==> src/rtl/fetch_pc_pkg.sv <==
// Shared types and constants for the fetch-stage program counter.
//   pc_state_t       : fetch run state (RUN / HALTED)
//   INSN_ALIGN_BITS  : low PC bits that must be zero on a control-flow target
//   DEFAULT_*        : default widths and vectors used by the unit and its interface
package fetch_pc_pkg;

  typedef enum logic [0:0] {
    RUN    = 1'b0,
    HALTED = 1'b1
  } pc_state_t;

  localparam int          INSN_ALIGN_BITS      = 2;
  localparam int          DEFAULT_XLEN         = 32;
  localparam int          DEFAULT_RAS_DEPTH    = 4;
  localparam logic [31:0] DEFAULT_RESET_VECTOR = 32'h0000_0000;
  localparam logic [31:0] DEFAULT_TRAP_VECTOR  = 32'h0000_0100;

endpackage

==> src/rtl/fetch_pc_if.sv <==
// Bundle of control inputs and PC/trap/RAS outputs of the fetch PC unit.
//   master : decode/execute side, drives control and targets, observes PC state
//   slave  : fetch_pc_unit, consumes control, drives PC, trap and RAS outputs
interface fetch_pc_if
  import fetch_pc_pkg::*;
#(
  parameter int XLEN      = DEFAULT_XLEN,
  parameter int RAS_DEPTH = DEFAULT_RAS_DEPTH
);
  localparam int CNT_W = $clog2(RAS_DEPTH + 1);

  logic             stall;
  logic             is_halt;
  logic             resume;
  logic             branch_taken;
  logic [XLEN-1:0]  branch_target;
  logic             is_jal;
  logic [XLEN-1:0]  imm_j;
  logic             is_jalr;
  logic [XLEN-1:0]  jalr_target;
  logic             is_call;
  logic             is_return;

  logic [XLEN-1:0]  program_counter_value;
  logic             halted;
  logic             trap_valid;
  logic [XLEN-1:0]  trap_epc;
  logic [XLEN-1:0]  ras_top;
  logic             ras_valid;
  logic [CNT_W-1:0] ras_count;

  modport master (
    output stall, is_halt, resume, branch_taken, branch_target, is_jal, imm_j,
           is_jalr, jalr_target, is_call, is_return,
    input  program_counter_value, halted, trap_valid, trap_epc, ras_top,
           ras_valid, ras_count
  );

  modport slave (
    input  stall, is_halt, resume, branch_taken, branch_target, is_jal, imm_j,
           is_jalr, jalr_target, is_call, is_return,
    output program_counter_value, halted, trap_valid, trap_epc, ras_top,
           ras_valid, ras_count
  );

endinterface

==> src/rtl/return_address_stack.sv <==
// Circular return-address stack with a saturating occupancy count.
//   clock, reset : rising-edge clock, synchronous active-high reset
//   push, pop    : push alone pushes, pop alone pops, both replaces the top
//   push_data    : return address to store
//   top          : most recently pushed entry still on the stack
//   valid, count : stack non-empty / number of occupied entries
module return_address_stack #(
  parameter int XLEN      = 32,
  parameter int RAS_DEPTH = 4
) (
  input  logic                           clock,
  input  logic                           reset,
  input  logic                           push,
  input  logic                           pop,
  input  logic [XLEN-1:0]                push_data,
  output logic [XLEN-1:0]                top,
  output logic                           valid,
  output logic [$clog2(RAS_DEPTH+1)-1:0] count
);
  localparam int PTR_W = $clog2(RAS_DEPTH);
  localparam int CNT_W = $clog2(RAS_DEPTH + 1);

  logic [XLEN-1:0]  entries [RAS_DEPTH];
  logic [PTR_W-1:0] wr_ptr;
  logic [PTR_W-1:0] top_ptr;
  logic [CNT_W-1:0] count_q;

  // wr_ptr names the next free slot; depth is a power of two so the
  // pointer wraps naturally and a push when full overwrites the oldest entry.
  assign top_ptr = wr_ptr - PTR_W'(1);

  always_ff @(posedge clock) begin
    if (reset) begin
      wr_ptr  <= '0;
      count_q <= '0;
      for (int i = 0; i < RAS_DEPTH; i++) entries[i] <= '0;
    end else if (push && pop && (count_q != '0)) begin
      entries[top_ptr] <= push_data;
    end else if (push) begin
      entries[wr_ptr] <= push_data;
      wr_ptr          <= wr_ptr + PTR_W'(1);
      if (count_q != CNT_W'(RAS_DEPTH)) count_q <= count_q + CNT_W'(1);
    end else if (pop && (count_q != '0)) begin
      wr_ptr  <= top_ptr;
      count_q <= count_q - CNT_W'(1);
    end
  end

  assign top   = entries[top_ptr];
  assign valid = (count_q != '0);
  assign count = count_q;

endmodule

==> src/rtl/fetch_pc_unit.sv <==
// Fetch-stage program counter: next-PC select (sequential, branch, JAL, JALR),
// stall hold, RUN/HALTED control, misaligned-target trap and return stack.
//   clock, reset : rising-edge clock, synchronous active-high reset
//   bus          : fetch_pc_if slave (control inputs in; PC, trap, RAS out)
//
//   state  | meaning
//   RUN    | PC advances or redirects every non-stalled edge
//   HALTED | PC frozen; only resume is honoured, leaving at PC+4
module fetch_pc_unit
  import fetch_pc_pkg::*;
#(
  parameter int              XLEN         = DEFAULT_XLEN,
  parameter logic [XLEN-1:0] RESET_VECTOR = XLEN'(DEFAULT_RESET_VECTOR),
  parameter logic [XLEN-1:0] TRAP_VECTOR  = XLEN'(DEFAULT_TRAP_VECTOR),
  parameter int              RAS_DEPTH    = DEFAULT_RAS_DEPTH
) (
  input logic       clock,
  input logic       reset,
  fetch_pc_if.slave bus
);
  localparam logic [XLEN-1:0] INSN_BYTES = XLEN'(1) << INSN_ALIGN_BITS;

  pc_state_t       state_q, state_d;
  logic [XLEN-1:0] pc_q, pc_d;
  logic            trap_valid_q, trap_valid_d;
  logic [XLEN-1:0] trap_epc_q, trap_epc_d;
  logic [XLEN-1:0] pc_plus4;
  logic [XLEN-1:0] target;
  logic            redirect;
  logic            jump_sel;
  logic            misaligned;
  logic            ras_push, ras_pop;

  assign pc_plus4 = pc_q + INSN_BYTES;
  assign redirect = bus.branch_taken | bus.is_jal | bus.is_jalr;
  // A taken branch outranks a simultaneous jump, so only a jump that actually
  // selects the target may touch the return stack.
  assign jump_sel = !bus.branch_taken && (bus.is_jal || bus.is_jalr);

  always_comb begin
    target = {bus.jalr_target[XLEN-1:1], 1'b0};
    if (bus.branch_taken)  target = bus.branch_target;
    else if (bus.is_jal)   target = pc_q + bus.imm_j;
  end

  assign misaligned = target[INSN_ALIGN_BITS-1];

  always_ff @(posedge clock) begin
    if (reset) begin
      state_q      <= RUN;
      pc_q         <= RESET_VECTOR;
      trap_valid_q <= 1'b0;
      trap_epc_q   <= '0;
    end else begin
      state_q      <= state_d;
      pc_q         <= pc_d;
      trap_valid_q <= trap_valid_d;
      trap_epc_q   <= trap_epc_d;
    end
  end

  always_comb begin
    state_d      = state_q;
    pc_d         = pc_q;
    trap_valid_d = 1'b0;
    trap_epc_d   = trap_epc_q;
    ras_push     = 1'b0;
    ras_pop      = 1'b0;
    case (state_q)
      RUN: begin
        if (!bus.stall) begin
          if (bus.is_halt) begin
            state_d = HALTED;
          end else if (redirect && misaligned) begin
            pc_d         = TRAP_VECTOR;
            trap_valid_d = 1'b1;
            trap_epc_d   = pc_q;
          end else if (redirect) begin
            pc_d     = target;
            ras_push = jump_sel && bus.is_call;
            ras_pop  = jump_sel && bus.is_return;
          end else begin
            pc_d = pc_plus4;
          end
        end
      end
      HALTED: begin
        if (bus.resume) begin
          state_d = RUN;
          pc_d    = pc_plus4;
        end
      end
      default: state_d = RUN;
    endcase
  end

  return_address_stack #(
    .XLEN      (XLEN),
    .RAS_DEPTH (RAS_DEPTH)
  ) u_ras (
    .clock     (clock),
    .reset     (reset),
    .push      (ras_push),
    .pop       (ras_pop),
    .push_data (pc_plus4),
    .top       (bus.ras_top),
    .valid     (bus.ras_valid),
    .count     (bus.ras_count)
  );

  assign bus.program_counter_value = pc_q;
  assign bus.halted                = (state_q == HALTED);
  assign bus.trap_valid            = trap_valid_q;
  assign bus.trap_epc              = trap_epc_q;

endmodule

==> src/flat_wrapper.sv <==
// flat-port wrapper written by rule: the top's interface ports become plain ports
module fetch_pc_unit_flat import fetch_pc_pkg::*;
#(
  parameter int              XLEN         = DEFAULT_XLEN,
  parameter logic [XLEN-1:0] RESET_VECTOR = XLEN'(DEFAULT_RESET_VECTOR),
  parameter logic [XLEN-1:0] TRAP_VECTOR  = XLEN'(DEFAULT_TRAP_VECTOR),
  parameter int              RAS_DEPTH    = DEFAULT_RAS_DEPTH
)
  (clock, reset, bus_stall, bus_is_halt, bus_resume, bus_branch_taken, bus_branch_target, bus_is_jal, bus_imm_j, bus_is_jalr, bus_jalr_target, bus_is_call, bus_is_return, bus_program_counter_value, bus_halted, bus_trap_valid, bus_trap_epc, bus_ras_top, bus_ras_valid, bus_ras_count);
  fetch_pc_if #(.XLEN(XLEN), .RAS_DEPTH(RAS_DEPTH)) bus_i ();
  input logic clock;
  input logic reset;
  input wire logic [$bits(bus_i.stall)-1:0] bus_stall;
  input wire logic [$bits(bus_i.is_halt)-1:0] bus_is_halt;
  input wire logic [$bits(bus_i.resume)-1:0] bus_resume;
  input wire logic [$bits(bus_i.branch_taken)-1:0] bus_branch_taken;
  input wire logic [$bits(bus_i.branch_target)-1:0] bus_branch_target;
  input wire logic [$bits(bus_i.is_jal)-1:0] bus_is_jal;
  input wire logic [$bits(bus_i.imm_j)-1:0] bus_imm_j;
  input wire logic [$bits(bus_i.is_jalr)-1:0] bus_is_jalr;
  input wire logic [$bits(bus_i.jalr_target)-1:0] bus_jalr_target;
  input wire logic [$bits(bus_i.is_call)-1:0] bus_is_call;
  input wire logic [$bits(bus_i.is_return)-1:0] bus_is_return;
  output wire logic [$bits(bus_i.program_counter_value)-1:0] bus_program_counter_value;
  output wire logic [$bits(bus_i.halted)-1:0] bus_halted;
  output wire logic [$bits(bus_i.trap_valid)-1:0] bus_trap_valid;
  output wire logic [$bits(bus_i.trap_epc)-1:0] bus_trap_epc;
  output wire logic [$bits(bus_i.ras_top)-1:0] bus_ras_top;
  output wire logic [$bits(bus_i.ras_valid)-1:0] bus_ras_valid;
  output wire logic [$bits(bus_i.ras_count)-1:0] bus_ras_count;
  assign bus_i.stall = bus_stall;
  assign bus_i.is_halt = bus_is_halt;
  assign bus_i.resume = bus_resume;
  assign bus_i.branch_taken = bus_branch_taken;
  assign bus_i.branch_target = bus_branch_target;
  assign bus_i.is_jal = bus_is_jal;
  assign bus_i.imm_j = bus_imm_j;
  assign bus_i.is_jalr = bus_is_jalr;
  assign bus_i.jalr_target = bus_jalr_target;
  assign bus_i.is_call = bus_is_call;
  assign bus_i.is_return = bus_is_return;
  assign bus_program_counter_value = bus_i.program_counter_value;
  assign bus_halted = bus_i.halted;
  assign bus_trap_valid = bus_i.trap_valid;
  assign bus_trap_epc = bus_i.trap_epc;
  assign bus_ras_top = bus_i.ras_top;
  assign bus_ras_valid = bus_i.ras_valid;
  assign bus_ras_count = bus_i.ras_count;
  fetch_pc_unit #(.XLEN(XLEN), .RESET_VECTOR(RESET_VECTOR), .TRAP_VECTOR(TRAP_VECTOR), .RAS_DEPTH(RAS_DEPTH)) u_core (.clock(clock), .reset(reset), .bus(bus_i));
endmodule
==> config.mk <==
export PLATFORM = sky130hd
export DESIGN_NAME = fetch_pc_unit_flat
export DESIGN_NICKNAME = d
export VERILOG_FILES = /design/src/rtl/fetch_pc_pkg.sv /design/src/rtl/fetch_pc_if.sv /design/src/rtl/return_address_stack.sv /design/src/rtl/fetch_pc_unit.sv /design/src/flat_wrapper.sv
export SDC_FILE = /design/constraint.sdc
export NUM_CORES = 1
export LEC_CHECK = 0
export BUFFER_PORTS_ARGS = -buffer_cell sky130_fd_sc_hd__buf_2
export CORE_ASPECT_RATIO = 1.4
export CORE_MARGIN = 2
export CORE_UTILIZATION = 50
export CTS_CLUSTER_SIZE = 10
export DETAILED_ROUTE_END_ITERATION = 8
export GPL_TIMING_DRIVEN = 0
export MAX_ROUTING_LAYER = met4
export PLACE_DENSITY = 0.73
export SKIP_CTS_REPAIR_TIMING = 1
export SLEW_MARGIN = 20
export SYNTH_ARGS = -nofsm -noshare
export SYNTH_HDL_FRONTEND = slang
export SYNTH_SLANG_ARGS = --single-unit
==> constraint.sdc <==
create_clock -name clock -period 8.05 [get_ports clock]
set_input_delay 0.805 -clock clock [delete_from_list [all_inputs] [get_ports clock]]
set_output_delay 0.805 -clock clock [all_outputs]
set_load 0.02 [all_outputs]
==> results.json <==
{
  "grt_max_degree": 27,
  "cts_tree": "yes",
  "ys_seq_area_share_pct": 47.1,
  "drtIter0Drc": 967,
  "layout.nets": 1520,
  "sw_frac_of_total_pct": 29.1,
  "vdd_drop_max_mv": 0.159,
  "drtPass1Iterations": 5,
  "critPathKind": "in -> reg",
  "grtUsageTotal_pct": 30.6,
  "yosysTopAreaCell": "edfxtp_1",
  "clockRootBuffer": "clkbuf_16",
  "synth_cell_types": 74,
  "synthAdderAreaFrac_pct": 3.79,
  "finClkSkew_ps": 13.6,
  "p_leak_uw": 0.00536,
  "area_delta_synth_final_pct": 18.5,
  "maxCapViolCount": 0,
  "holdWs_ps": 454,
  "clock.fmax_ghz": 0.255,
  "slowest_delay_ps": 510,
  "viasPerCell": 5.86,
  "cp_num_buf_inv": 3,
  "path_max_fanout": 18,
  "synth_mux_area_share_pct": 6.96,
  "crit_path_end_kind": "register",
  "p_int_uw": 1660,
  "fin_crit_sh_pct": 48.8,
  "clockBufferDepth": 2,
  "hold_viol": 0,
  "io_buffers": 201,
  "cts_htree_levels": 4,
  "wirelength_um": 34800,
  "async_reset_ff_share_pct": 0,
  "clkTransAtPathRegs_ps": 70,
  "maxSlewHeadroom_pct": 26.7,
  "ys_warn_count": 0,
  "route.detailed.drc": 0,
  "power.density_nw_per_um2": 178,
  "route.met3.wl_um": 2190,
  "netlist.area_leader.share_pct": 34.6,
  "tightest_slew_ps": 1090,
  "ys.flop_type": "edfxtp_1",
  "crit_slowest_cell": "nor3_1",
  "outcome": "finished, final reports clean",
  "synth-simple-area-share_pct": 17.1,
  "cts_buffers": 17,
  "combPwrFrac_pct": 16.8,
  "hp-class": "reg -> reg",
  "slew_violations": 0,
  "p_clk_share_pct": 34.3,
  "antenna_found_initial": 0,
  "setup_viol": 0,
  "synth_seq_cells": 197,
  "coreArea_um2": 21900,
  "synth_edf_count": 128,
  "rsz0062_at_grt": "false",
  "final.min_clock_period_ps": 3930,
  "synth_top_family_by_area": "simple AND/OR/NAND/NOR gates",
  "routed-wl-met2_um": 18000,
  "initial_core_util_pct": 50.8,
  "netlist_area_um2": 11100,
  "place.gp.congestion": 0.976,
  "cts_num_sinks": 197,
  "dp_hpwl_um": 27100,
  "antenna_left": 0,
  "top_layer": "met4",
  "startpoint_type": "input pin",
  "setup_tns_ps": 0,
  "clk_latency_ps": 440,
  "drive_gt1_share_pct": 22.5,
  "wl_met1_um": 13000,
  "crit_family": "simple AND/OR/NAND/NOR gates",
  "grt_overflow": 0,
  "pwr-share-seq_pct": 48.9,
  "synthXorXnorAreaFrac_pct": 4.49,
  "ios": 208,
  "dieWidth_um": 130,
  "synth_area_leaders": "edfxtp_1, dfxtp_1, mux4_2",
  "die-area_um2": 23400,
  "rows": 64,
  "crit_required_ps": 8190,
  "syn_inst": 1152,
  "final_util_pct": 60.2,
  "vias": 9905,
  "syn_area_per_cell_um2": 9.63,
  "switchingPower_uw": 680,
  "wl_per_cell_um": 20.6,
  "grt_pass1_wl_um": 52800,
  "synth_compound_area_share_pct": 16.4,
  "die_h_um": 180,
  "crit_arrival_ps": 4070,
  "insertedDiodeCount": 0,
  "path_cells": "buf_2 -> ha_1 -> ha_1 -> a21oi_2 -> o21ai_2 -> nor3_1 -> nand2_1 -> clkbuf_1 -> nor2_1 -> nand2_1 -> nand2b_2 -> buf_16",
  "grt_pass1_vias": 9613
}
==> cell usage in the layout, fill, tap and decap left out, drive strengths merged, types with 4 or more instances in the layout <==
cell type and count:
buf 229, nor2 161, nand2 148, edfxtp 128, a21oi 104, dfxtp 69, o21ai 67, clkbuf 66
inv 48, xnor2 35, mux4 32, ha 32, or3 24, a21o 23, nand3 22, xor2 21
nor3 20, and3 14, o221ai 13, nand4 9, a31oi 8, a221oi 8, nand2b 8, o211ai 7
a22oi 7, a211oi 7, o22ai 7, clkinv 7, conb 6, and2 6, o21bai 5, o21a 4
mux2i 4, and4 4, a21boi 4, o31ai 4
==> layout make-up <==
cell class	instances	area, µm²
tap	297	372
buffer	73	314
sequential	197	5230
clock inverter	15	118
timing repair buffer	205	1100
fill	1915	8710
multi-input combinational	846	5440
clock buffer	17	425
inverter	41	154
==> layer usage <==
layer	vias to the layer above	global-route usage, %
met1	4653	35.5
met5	-	-
met3	109	3.53
met4	0	14.5
met2	491	52.3
li1	4652	-
==> cells by family (layout without fill, tap and decap cells) <==
logic type | Yosys count | after routing
simple gates | 427 | 427
compound gates | 287 | 287
flops | 197 | 197
buf+inv | 114 | 351
xor+xnor | 56 | 56
mux | 37 | 37
fa+ha+maj | 33 | 33
other cells | 1 | 6
==> registers in the layout (all words and copies together), names as in the netlist <==
register	flops
u_core.u_ras.entries	128
u_core.bus.program_counter_value	31
u_core.bus.trap_epc	31
u_core.u_ras.count	3
u_core.u_ras.wr_ptr	2
u_core.bus.halted	1
u_core.bus.trap_valid	1
==> cell usage after synthesis, types with 8 or more instances <==
cell	number
a21oi_1	102
a31oi_1	8
xor2_1	21
or3_1	24
inv_1	39
edfxtp_1	128
xnor2_1	34
mux4_2	32
o21ai_0	60
buf_2	14
nand2_1	148
and3_1	14
o221ai_1	12
nor3_1	19
clkbuf_1	49
a21o_1	23
nand3_1	20
nand2b_1	8
dfxtp_1	69
nand4_1	8
nor2_1	161
ha_1	32
==> worst min-delay path, stage by stage (launching register included) <==
cell	delay, ps
dfxtp_1	310
nand2_1	50
a21oi_1	50
==> per-stage QoR <==
| stage | setup WS (ps) | instance area [µm²] | total power [µW] | cells |
|---|---|---|---|---|
| floorplan | 4040 | 11100 | 1400 | 1157 |
| global placement | 2330 | 12500 | 1540 | 1655 |
| detailed placement | 3710 | 12600 | 1550 | 1659 |
| CTS | 4170 | 13200 | 2330 | 1691 |
| global route | 3860 | 13200 | 2410 | 1691 |
| finish | 4120 | 13200 | 2340 | 1691 |
==> worst paths after layout <==
kind | from | endpoint | slack, ps | cells after the start
setup reg to reg | u_core.bus.program_counter_value[0] | u_core.u_ras.entries[1][20] | 4140 | 11
setup / recovery | bus_imm_j[0] | u_core.u_ras.entries[1][20] | 4120 | 12
hold / removal | u_core.bus.trap_epc[20] | u_core.bus.trap_epc[20] | 450 | 2
hold reg to reg | u_core.bus.trap_epc[20] | u_core.bus.trap_epc[20] | 450 | 2
==> power groups by stage <==
| stage | clock network (µW) | logic, µW | registers (µW) |
|---|---|---|---|
| global route | 836 | 424 | 1150 |
| CTS | 801 | 388 | 1140 |
| finish | 801 | 393 | 1140 |
| global placement | 0 | 379 | 1160 |
| detailed placement | 0 | 387 | 1160 |
| floorplan | 0 | 237 | 1170 |
No activity file was read; power rests on OpenSTA's default activity.
